## src/rtl/histogram_pkg.sv

```systemverilog
// ----------------------------------------------------------------------------
// histogram_pkg
// Shared definitions for the histogram block and its post-processing stages.
//   HIST_BINS    : number of histogram bins (power of two)
//   HIST_ADDR_W  : bin address width, log2(HIST_BINS)
//   HIST_DATA_W  : bin / CDF word width
//   cdf_state_t  : state encoding of the histogram_cdf sequencer
// ----------------------------------------------------------------------------
package histogram_pkg;

    localparam int HIST_BINS   = 256;
    localparam int HIST_ADDR_W = 8;
    localparam int HIST_DATA_W = 32;

    typedef enum logic [1:0] {
        CDF_IDLE,
        CDF_RUN,
        CDF_DRAIN,
        CDF_DONE
    } cdf_state_t;

endpackage

```

## src/rtl/histogram_cdf_if.sv

```systemverilog
// ----------------------------------------------------------------------------
// histogram_cdf_if
// Bundles the control, bin-memory and CDF-memory signals of histogram_cdf.
//   master modport : the histogram_cdf block
//   slave  modport : the surrounding memories / controller
// Signals:
//   start       : single-cycle pass request
//   hist_raddr  : bin memory read address
//   hist_rdata  : bin memory read data (1-cycle latency)
//   cdf_waddr   : CDF memory write address
//   cdf_wdata   : CDF memory write data
//   cdf_wen     : CDF memory write strobe
//   busy / done : pass in progress / end-of-pass pulse
//   total       : final sum of all bins
//   overflow    : sticky prefix-sum saturation flag
// Optional (HISTOGRAM_CDF_CLEAR_EN): hist_waddr, hist_wdata, hist_wen, a
// write port used to zero each bin as it is consumed.
// ----------------------------------------------------------------------------
interface histogram_cdf_if
    import histogram_pkg::*;
#(
    parameter int ADDR_W = HIST_ADDR_W,
    parameter int DATA_W = HIST_DATA_W
) ();

    logic              start;
    logic [ADDR_W-1:0] hist_raddr;
    logic [DATA_W-1:0] hist_rdata;
    logic [ADDR_W-1:0] cdf_waddr;
    logic [DATA_W-1:0] cdf_wdata;
    logic              cdf_wen;
    logic              busy;
    logic              done;
    logic [DATA_W-1:0] total;
    logic              overflow;
`ifdef HISTOGRAM_CDF_CLEAR_EN
    logic [ADDR_W-1:0] hist_waddr;
    logic [DATA_W-1:0] hist_wdata;
    logic              hist_wen;
`endif

`ifdef HISTOGRAM_CDF_CLEAR_EN
    modport master (
        input  start, hist_rdata,
        output hist_raddr, cdf_waddr, cdf_wdata, cdf_wen,
        output busy, done, total, overflow,
        output hist_waddr, hist_wdata, hist_wen
    );

    modport slave (
        output start, hist_rdata,
        input  hist_raddr, cdf_waddr, cdf_wdata, cdf_wen,
        input  busy, done, total, overflow,
        input  hist_waddr, hist_wdata, hist_wen
    );
`else
    // Bin memory is read-only to the CDF stage in this build.
    modport master (
        input  start, hist_rdata,
        output hist_raddr, cdf_waddr, cdf_wdata, cdf_wen,
        output busy, done, total, overflow
    );

    modport slave (
        output start, hist_rdata,
        input  hist_raddr, cdf_waddr, cdf_wdata, cdf_wen,
        input  busy, done, total, overflow
    );
`endif

endinterface

```

## src/rtl/histogram_cdf_sat_add.sv

```systemverilog
// ----------------------------------------------------------------------------
// sat_add
// Combinational unsigned saturating adder.
//   a, b : WIDTH-bit operands
//   sum  : a + b, clamped to all-ones when the true sum does not fit
//   sat  : high when clamping occurred (carry out of the WIDTH-bit add)
// ----------------------------------------------------------------------------
module sat_add #(
    parameter int WIDTH = 32
) (
    input  logic [WIDTH-1:0] a,
    input  logic [WIDTH-1:0] b,
    output logic [WIDTH-1:0] sum,
    output logic             sat
);

    logic [WIDTH:0] wide_sum;

    // One extra bit catches the carry; any carry means the result clamps.
    always_comb begin
        wide_sum = {1'b0, a} + {1'b0, b};
        sat      = wide_sum[WIDTH];
        sum      = wide_sum[WIDTH] ? {WIDTH{1'b1}} : wide_sum[WIDTH-1:0];
    end

endmodule

```

## src/rtl/histogram_cdf.sv

```systemverilog
// ----------------------------------------------------------------------------
// histogram_cdf
// Walks the histogram bin memory in address order and writes the running
// (saturating) prefix sum into a CDF memory, one bin per cycle. Reports the
// grand total and a sticky saturation flag at the end of each pass.
// Ports:
//   clk  : clock
//   rst  : synchronous, active-high reset
//   bus  : histogram_cdf_if.master (start, bin read port, CDF write port,
//          busy, done, total, overflow)
// Build option: define HISTOGRAM_CDF_CLEAR_EN to add a bin write port that
// zeroes each bin in the same cycle its CDF value is written.
// ----------------------------------------------------------------------------
module histogram_cdf
    import histogram_pkg::*;
#(
    parameter int BINS   = HIST_BINS,
    parameter int ADDR_W = HIST_ADDR_W,
    parameter int DATA_W = HIST_DATA_W
) (
    input logic            clk,
    input logic            rst,
    histogram_cdf_if.master bus
);

    cdf_state_t        state_q,    state_d;
    logic [ADDR_W-1:0] rd_idx_q,   rd_idx_d;
    logic [ADDR_W-1:0] wr_idx_q,   wr_idx_d;
    logic              rd_val_q,   rd_val_d;
    logic [DATA_W-1:0] acc_q,      acc_d;
    logic [DATA_W-1:0] total_q,    total_d;
    logic              overflow_q, overflow_d;

    logic [DATA_W-1:0] sum;
    logic              sum_sat;

    sat_add #(.WIDTH(DATA_W)) u_sat_add (
        .a   (acc_q),
        .b   (bus.hist_rdata),
        .sum (sum),
        .sat (sum_sat)
    );

    // Next-state logic. The return pipeline (rd_val/wr_idx) trails the read
    // issue by one cycle to match the bin memory latency. Once the sum has
    // clamped, acc sits at all-ones and every further add clamps again, so
    // the saturated value persists without extra state.
    always_comb begin
        state_d    = state_q;
        rd_idx_d   = rd_idx_q;
        acc_d      = acc_q;
        total_d    = total_q;
        overflow_d = overflow_q;
        rd_val_d   = (state_q == CDF_RUN);
        wr_idx_d   = rd_idx_q;

        if (rd_val_q) begin
            acc_d = sum;
            if (sum_sat) begin
                overflow_d = 1'b1;
            end
        end

        case (state_q)
            CDF_IDLE: begin
                if (bus.start) begin
                    state_d    = CDF_RUN;
                    rd_idx_d   = '0;
                    acc_d      = '0;
                    overflow_d = 1'b0;
                end
            end
            CDF_RUN: begin
                // The index holds on the last bin so hist_raddr keeps it.
                if (rd_idx_q == ADDR_W'(BINS - 1)) begin
                    state_d = CDF_DRAIN;
                end else begin
                    rd_idx_d = rd_idx_q + ADDR_W'(1);
                end
            end
            CDF_DRAIN: begin
                state_d = CDF_DONE;
            end
            CDF_DONE: begin
                total_d = acc_q;
                state_d = CDF_IDLE;
            end
            default: begin
                state_d = CDF_IDLE;
            end
        endcase
    end

    always_ff @(posedge clk) begin
        if (rst) begin
            state_q    <= CDF_IDLE;
            rd_idx_q   <= '0;
            wr_idx_q   <= '0;
            rd_val_q   <= 1'b0;
            acc_q      <= '0;
            total_q    <= '0;
            overflow_q <= 1'b0;
        end else begin
            state_q    <= state_d;
            rd_idx_q   <= rd_idx_d;
            wr_idx_q   <= wr_idx_d;
            rd_val_q   <= rd_val_d;
            acc_q      <= acc_d;
            total_q    <= total_d;
            overflow_q <= overflow_d;
        end
    end

    assign bus.hist_raddr = rd_idx_q;
    assign bus.cdf_wen    = rd_val_q;
    assign bus.cdf_waddr  = wr_idx_q;
    // Data is forced to zero outside write cycles so it never shows stale sums.
    assign bus.cdf_wdata  = rd_val_q ? sum : '0;
    assign bus.busy       = (state_q == CDF_RUN) || (state_q == CDF_DRAIN);
    assign bus.done       = (state_q == CDF_DONE);
    assign bus.total      = total_q;
    assign bus.overflow   = overflow_q;

`ifdef HISTOGRAM_CDF_CLEAR_EN
    // Each consumed bin is zeroed alongside its CDF write.
    assign bus.hist_waddr = wr_idx_q;
    assign bus.hist_wdata = '0;
    assign bus.hist_wen   = rd_val_q;
`else
    // No bin write port: the bin memory is only read.
`endif

endmodule

```

## src/flat_wrapper.sv

```systemverilog
// flat-port wrapper written by rule: the top's interface ports become plain ports
module histogram_cdf_flat import histogram_pkg::*;
#(
    parameter int BINS   = HIST_BINS,
    parameter int ADDR_W = HIST_ADDR_W,
    parameter int DATA_W = HIST_DATA_W
)
  (clk, rst, bus_start, bus_hist_rdata, bus_hist_raddr, bus_cdf_waddr, bus_cdf_wdata, bus_cdf_wen, bus_busy, bus_done, bus_total, bus_overflow);
  histogram_cdf_if #(.ADDR_W(ADDR_W), .DATA_W(DATA_W)) bus_i ();
  input logic clk;
  input logic rst;
  input wire logic [$bits(bus_i.start)-1:0] bus_start;
  input wire logic [$bits(bus_i.hist_rdata)-1:0] bus_hist_rdata;
  output wire logic [$bits(bus_i.hist_raddr)-1:0] bus_hist_raddr;
  output wire logic [$bits(bus_i.cdf_waddr)-1:0] bus_cdf_waddr;
  output wire logic [$bits(bus_i.cdf_wdata)-1:0] bus_cdf_wdata;
  output wire logic [$bits(bus_i.cdf_wen)-1:0] bus_cdf_wen;
  output wire logic [$bits(bus_i.busy)-1:0] bus_busy;
  output wire logic [$bits(bus_i.done)-1:0] bus_done;
  output wire logic [$bits(bus_i.total)-1:0] bus_total;
  output wire logic [$bits(bus_i.overflow)-1:0] bus_overflow;
  assign bus_i.start = bus_start;
  assign bus_i.hist_rdata = bus_hist_rdata;
  assign bus_hist_raddr = bus_i.hist_raddr;
  assign bus_cdf_waddr = bus_i.cdf_waddr;
  assign bus_cdf_wdata = bus_i.cdf_wdata;
  assign bus_cdf_wen = bus_i.cdf_wen;
  assign bus_busy = bus_i.busy;
  assign bus_done = bus_i.done;
  assign bus_total = bus_i.total;
  assign bus_overflow = bus_i.overflow;
  histogram_cdf #(.BINS(BINS), .ADDR_W(ADDR_W), .DATA_W(DATA_W)) u_core (.clk(clk), .rst(rst), .bus(bus_i));
endmodule
```

## config.mk

```make
export PLATFORM = sky130hd
export DESIGN_NAME = histogram_cdf_flat
export DESIGN_NICKNAME = d
export VERILOG_FILES = /design/src/rtl/histogram_pkg.sv /design/src/rtl/histogram_cdf_if.sv /design/src/rtl/histogram_cdf_sat_add.sv /design/src/rtl/histogram_cdf.sv /design/src/flat_wrapper.sv
export SDC_FILE = /design/constraint.sdc
export NUM_CORES = 1
export LEC_CHECK = 0
export ABC_CLOCK_PERIOD_IN_PS = 4100
export BUFFER_PORTS_ARGS = -buffer_cell sky130_fd_sc_hd__buf_4
export CAP_MARGIN = 30
export CORE_MARGIN = 4
export CORE_UTILIZATION = 45
export DETAILED_ROUTE_END_ITERATION = 10
export PLACE_DENSITY = 0.82
export SYNTH_ARGS = -nofsm -noshare
export SYNTH_HDL_FRONTEND = slang
export SYNTH_HIERARCHICAL = 1
export SYNTH_SLANG_ARGS = --single-unit
export TNS_END_PERCENT = 1
```

## constraint.sdc

```tcl
create_clock -name clk -period 4.1 [get_ports clk]
set_clock_uncertainty 0.2 [all_clocks]
set_input_delay 0.615 -clock clk [delete_from_list [all_inputs] [get_ports clk]]
set_output_delay 0.615 -clock clk [all_outputs]
set_load 0.05 [all_outputs]
```

==> results of run 1 <==
cell usage in the layout, fill, tap and decap left out, types with 7 or more instances in the layout:
cell type	count
nor2b_1	12
ha_1	36
a21oi_1	66
nand3_1	7
o21ai_0	21
nand2_1	55
a21o_1	16
dfxtp_1	83
xor2_1	14
mux2i_1	33
nor2_1	87
buf_6	33
nand4_1	7
clkbuf_8	9
inv_1	8
xnor2_1	14
buf_4	118
and2_4	31
worst reg2reg max path, stage by stage (launching register included):
cell and delay (ns):
dfxtp_2 0.35, ha_4 0.16, fa_2 0.37, a211oi_2 0.26, o21ai_2 0.08, o2111a_1 0.23
or3_4 0.41, o21ai_4 0.17, o31ai_4 0.09, a311oi_4 0.27, buf_6 0.17, buf_12 0.13
o21ai_0 0.10, and2_2 0.23, a21oi_1 0.12, nor2_1 0.06
cells in the mapped netlist (6+ instances only):
cell type / count / area share, %
nand3_1: 7 / 0.70
dfxtp_1: 84 / 34
xnor2_1: 14 / 2.5
ha_1: 38 / 9.5
nand4_1: 7 / 0.88
clkbuf_1: 23 / 1.7
a21oi_1: 66 / 6.6
nor2b_1: 12 / 1.5
xor2_1: 14 / 2.5
nand2_1: 55 / 4.1
nor2_1: 87 / 6.5
inv_1: 8 / 0.60
o21ai_0: 21 / 2.1
and2_1: 36 / 4.5
and3_1: 6 / 0.75
a21o_1: 16 / 2.4
mux2i_1: 33 / 6.6
routing by layer:
metal	up-vias	part of all wire (%)	global-route usage, %
li1	2394	-	-
met1	2288	44	27.40
met4	0	1.4	6.330
met5	-	0	0
met2	152	47	35.55
met3	21	6.9	6.578
final cells by class:
class	count	area share, %
timing repair buffer	156	20.59
tap	140	2.600
clock inverter	6	1.058
clock buffer	10	1.894
multi-input combinational	481	48.38
sequential	84	24.98
inverter	9	0.5014
logic make-up (layout without fill, tap and decap cells):
family	count (synthesis)	count (layout)	synth area share [%]
muxes	34	34	6.910
adders and majority gates	39	39	9.915
buffers and inverters	39	181	3.480
AOI/OAI and AO/OA	151	151	19.50
and+or+nand+nor	229	229	21.63
xor gates and xnor gates	28	28	4.907
DFF	84	84	33.65
sequential cells by signal (all words and copies together), names as in the netlist:
register / count
u_core/bus.cdf_wen: 1
u_core/bus.total: 32
u_core/state_q: 2
u_core/bus.cdf_waddr: 8
u_core/bus.hist_raddr: 8
u_core/acc_q: 32
u_core/bus.overflow: 1
worst paths after layout:
check / cells past startpoint / slack, ns / end
worst max-delay path: 14 / -0.26 / bus_cdf_wdata[3]
worst min-delay path: 2 / 0.30 / u_core/bus.total[25]
worst max register to register: 15 / 0.61 / u_core/acc_q[3]
worst min register to register: 2 / 0.30 / u_core/bus.total[25]
through the flow:
stage | cells | TNS (ns)
3_5_place_dp | 864 | -7.009
3_3_place_gp | 862 | -5.812
2_1_floorplan | 604 | 0
5_1_grt | 886 | -10.24
6_report | 886 | -5.288
4_1_cts | 886 | -5.826
timing repair:
item / 4_1_cts / 5_1_grt
pin swaps: 6 / 0
cloned: 2 / 0
resized for setup: 41 / 1
buffers inserted: 4 / 0
setup endpoints to repair: 32 / 32
report_power, final:
| part | internal [mW] | switching [mW] |
|---|---|---|
| Combinational | 0.512 | 0.769 |
| Sequential | 0.862 | 0.0513 |
| Clock | 0.287 | 0.313 |
| Total | 1.66 | 1.13 |
==> results.md, run 1 <==
- Post-synth cell types: 51
- Setup crit start kind: flip-flop
- Maxcap violations: 0
- Nets: 815
- Maximum vdd drop: 0.3290 mV
- Chip height: 113.4 um
- Total design power: 2.794 mW
- Final Setup Violations: 32
- Failing checks: setup timing
- Slowest stage cell, crit path: or3_4
- Clock Latency Late Sink: 0.38 ns
- Total CTS buffers: 9
- GP Congestion: 0.8864
- Max Clk Rate: 229.4 MHz
- Worst slew pin tran: 0.5782 ns
- Initial Util: 46.10%
- Power density over the cells: 414.7 mW/mm2
- Max_slew headroom: 61.45%
- Vias per std cell: 5.480
- RSZ-0062 raised after global routing: yes
- Worst path bufs/invs: 3
- CTS H-Tree Depth: 3
- Hold Crit Class: flip-flop to flip-flop
- Final wirelength: 13860 um
- Pre-CTS setup slack: -0.2816 ns
- HPWL after DPL: 10140 um
- Worst path arrival time: 3.54 ns
- Area taken by multi-input logic gates: 0.003259 mm2
- FF/Latch Area: 0.001683 mm2
- DIE AREA: 0.01286 mm2
- Vias in the first global route: 4814
- CTS Hold Buffers Added: 0
- Worst r2r src: u_core/acc_q[0]
- TritonCTS clock tree: built
- Dominant synthesized flop cell: dfxtp_1
- Syn Area/Cell: 8.274 um2
- Setup ws final: -0.2588 ns
- Crit. End Element: output port
- Largest net degree at the start of global routing: 55
- CP most frequent cell: buf_6
- Outcome: finished, violations left
- Area Growth Syn to Fin: 34.83%
- Clock sinks: 84
- Number of I/O port buffers: 118
- Flops & latches, synth: 84
- Delay of the slowest critical-path stage: 0.41 ns
- Synth Cell Area: 0.004997 mm2
- Share of cells above drive strength 1: 29.76%
- Antenna violations before repair: 0
- DRT iter0 DRCs: 325
- N_diodes: 0
- Router iterations before antenna repair: 5
- Root Buffer: clkbuf_8
- DRC viols: 0
- Synth Warn #: 6
- Tot GR Track Use: 21.60%
- CTS clk-pin slew, worst paths: 0.09 ns
- Leakage: 3.097 nW
- Post-DP Area: 0.006297 mm2
- Max Slew Vio Count: 0
- Fin crit period: 4.359 ns
- Worst-path cell chain: ha_4 -> fa_2 -> a211oi_2 -> o21ai_2 -> o2111a_1 -> or3_4 -> o21ai_4 -> o31ai_4 -> a311oi_4 -> buf_6 -> buf_12 -> o21ai_0 -> and2_2 -> buf_6
- EDFF count, synth: 0
- CP Class: flip-flop to output port
- Max clock buf depth: 2
- Hold WS: 0.2991 ns
- Period utilization: 106.3%
- Hold Path Origin: u_core/bus.total[25]
- CP required: 3.28 ns
- Routed len/inst: 15.65 um
- Fillcell total: 906
- First-pass GRT wire length: 23000 um
- Final Cell Area: 0.006738 mm2
- Sequential share of the synthesized area: 33.65%
- Remaining antenna violation count: 0
- Final Util: 62.15%
- Ys async rst share: 0%
- I/O pin cnt: 119
- Chip Width: 113.4 um
- Rows: 38
- Mapped Nets: 678
- Max Fanout on Critical Path: 9
- Grt ovf: 0
- Vias post-DR: 4855
- Worst path top cell family by delay: compound AO/OA/AOI/OAI gates
- Core box area: 0.01084 mm2
- Final hold vios: 0
- Critical Path Start: u_core/acc_q[0]
- Cells after Synth: 604
Power figures use the tool's default switching activity.
==> run 2, diff against run 1 <==
--- a/config.mk
+++ b/config.mk
@@ -8,10 +8,10 @@
 export ABC_CLOCK_PERIOD_IN_PS = 4100
 export BUFFER_PORTS_ARGS = -buffer_cell sky130_fd_sc_hd__buf_4
 export CAP_MARGIN = 30
-export CORE_MARGIN = 4
 export CORE_UTILIZATION = 45
+export CTS_CLUSTER_SIZE = 20
 export DETAILED_ROUTE_END_ITERATION = 10
-export PLACE_DENSITY = 0.82
+export PLACE_DENSITY = 0.72
 export SYNTH_ARGS = -nofsm -noshare
 export SYNTH_HDL_FRONTEND = slang
 export SYNTH_HIERARCHICAL = 1
==> results.md, run 2 (synthesized netlist as in run 1, its figures left out) <==
- GP Congestion: 0.8702 (was 0.8864)
- Worst slew pin tran: 0.5960 ns (was 0.5782 ns)
- CP Class: primary input to output port (was flip-flop to output port)
- DRT iter0 DRCs: 194 (was 325)
- DIE AREA: 0.01153 mm2 (was 0.01286 mm2)
- Period utilization: 105.2% (was 106.3%)
- Remaining antenna violation count: 0 (unchanged)
- Outcome: finished, violations left (unchanged)
- Clock sinks: 84 (unchanged)
- Largest net degree at the start of global routing: 55 (unchanged)
- Setup ws final: -0.2147 ns (was -0.2588 ns)
- Vias in the first global route: 4774 (was 4814)
- RSZ-0062 raised after global routing: yes (unchanged)
- Max Slew Vio Count: 0 (unchanged)
- Vias per std cell: 5.427 (was 5.480)
- CTS clk-pin slew, worst paths: 0.09 ns (about the same)
- Initial Util: 46.10% (unchanged)
- CTS H-Tree Depth: 3 (unchanged)
- Max Clk Rate: 231.8 MHz (was 229.4 MHz)
- Max Fanout on Critical Path: 7 (was 9)
- CP required: 3.28 ns (about the same)
- DRC viols: 0 (unchanged)
- Maxcap violations: 0 (unchanged)
- Grt ovf: 0 (unchanged)
- Vias post-DR: 4814 (was 4855)
- Total design power: 2.814 mW (was 2.794 mW)
- Commonest non-fill, non-tap cell in the layout: buf_4 (unchanged)
- Fin crit period: 4.315 ns (was 4.359 ns)
- Core box area: 0.01084 mm2 (unchanged)
- Global routing usage on met3: 5.085% (was 6.578%)
- Nets: 816 (was 815)
- First-pass GRT wire length: 22710 um (was 23000 um)
- Post-DP Area: 0.006277 mm2 (was 0.006297 mm2)
- Final hold vios: 0 (unchanged)
- Router iterations before antenna repair: 5 (unchanged)
- Final wirelength: 13760 um (was 13860 um)
- Final Setup Violations: 32 (unchanged)
- Met2 usage: 41.38% (was 35.55%)
- Routed len/inst: 15.51 um (was 15.65 um)
- Number of I/O port buffers: 118 (unchanged)
- Tot GR Track Use: 24.71% (was 21.60%)
- Worst path arrival time: 3.50 ns (was 3.54 ns)
- Max clock buf depth: 2 (unchanged)
- Root Buffer: clkbuf_8 (unchanged)
- Area Growth Syn to Fin: 35.48% (was 34.83%)
- Final Util: 62.45% (was 62.15%)
- Chip Width: 107.4 um (was 113.4 um)
- Max_slew headroom: 60.27% (was 61.45%)
- Setup crit start kind: primary input (was flip-flop)
- Commonest non-fill, non-tap cells in the layout: buf_4, nor2_1, dfxtp_1, a21oi_1, nand2_1 (unchanged)
- Total CTS buffers: 9 (unchanged)
- Leakage: 3.124 nW (was 3.097 nW)
- Clock Latency Late Sink: 0.37 ns (was 0.38 ns)
- CTS Hold Buffers Added: 0 (unchanged)
- Chip height: 107.4 um (was 113.4 um)
- Crit. End Element: output port (unchanged)
- Share of cells above drive strength 1: 30.12% (was 29.76%)
- Failing checks: setup timing (unchanged)
- Power density over the cells: 415.6 mW/mm2 (was 414.7 mW/mm2)
- HPWL after DPL: 9748 um (was 10140 um)
- Final Cell Area: 0.006770 mm2 (was 0.006738 mm2)
- I/O pin cnt: 119 (unchanged)
- N_diodes: 0 (unchanged)
- Rows: 38 (unchanged)
- TritonCTS clock tree: built (unchanged)
- Met1 GRT Util: 31.29% (was 27.40%)
- Antenna violations before repair: 0 (unchanged)
- Maximum vdd drop: 0.1926 mV (was 0.3290 mV)
- Busiest grt layer: met2 (unchanged)
- Hold Crit Class: flip-flop to flip-flop (unchanged)
run 2: changes by cell type in the layout (fill, tap and decap cells not counted), sizes merged:
| cell | change |
|---|---|
| buf | +1 |
| clkbuf | -1 |
| clkinv | +1 |
| clkinvlp | -2 |
| inv | +2 |
run 2: layout make-up:
class	count	area (um2)
multi-input combinational	481	3263
sequential	84	1683
timing repair buffer	157	1410
inverter	9	33.78
tap	140	175.2
fill	925	4070
clock buffer	9	123.9
clock inverter	7	81.33
run 2: per-stage QoR:
step	setup WS [ns]	TNS, ns	hold WS [ns]	instances
after detailed placement	-0.3083	-7.114	0.2695	864
after CTS	-0.2996	-7.752	0.2914	888
final	-0.2147	-6.102	0.2940	887
after floorplan	0.006603	0	0.2871	604
after global placement	-0.2783	-6.212	0.2509	863
after global routing	-0.3429	-10.02	0.3161	887
run 2: repair_timing:
item / CTS / global route
pin swaps: 7 / 6
cloned: 3 / 0
gates resized for setup: 46 / 5
endpoints found under the setup margin: 32 / 32
setup buffers: 5 / 0
run 2: power breakdown:
group	internal [mW]	leakage (nW)	switching [mW]	total, mW
registers	0.863	0.678	0.0507	0.913
logic	0.512	2.34	0.762	1.27
clock network	0.292	0.107	0.334	0.626
total	1.67	3.12	1.15	2.81
run 2: worst paths after layout:
| path | cells past startpoint | slack [ns] | endpoint | startpoint |
|---|---|---|---|---|
| max | 15 | -0.21 | bus_cdf_wdata[3] | bus_hist_rdata[0] |
| min | 2 | 0.29 | u_core/bus.overflow | u_core/bus.overflow |
| max reg2reg | 16 | 0.54 | u_core/acc_q[19] | u_core/acc_q[0] |
| min reg2reg | 2 | 0.29 | u_core/bus.overflow | u_core/bus.overflow |
run 2: layer usage:
layer,share of wire (%),vias to the layer above
met4,1.8,0
met3,6.3,19
li1,-,2393
met1,45,2249
met2,47,153
met5,0,-
run 2: worst max-delay path, stage by stage:
cell and delay [ns]:
buf_4 0.12, ha_4 0.15, fa_2 0.35, a211oi_2 0.22, o21ai_2 0.08, o2111a_1 0.23
or3_4 0.39, o21ai_4 0.19, o31ai_4 0.08, a311oi_4 0.37, buf_6 0.19, buf_12 0.13
o21ai_1 0.07, and2_4 0.17, buf_8 0.14
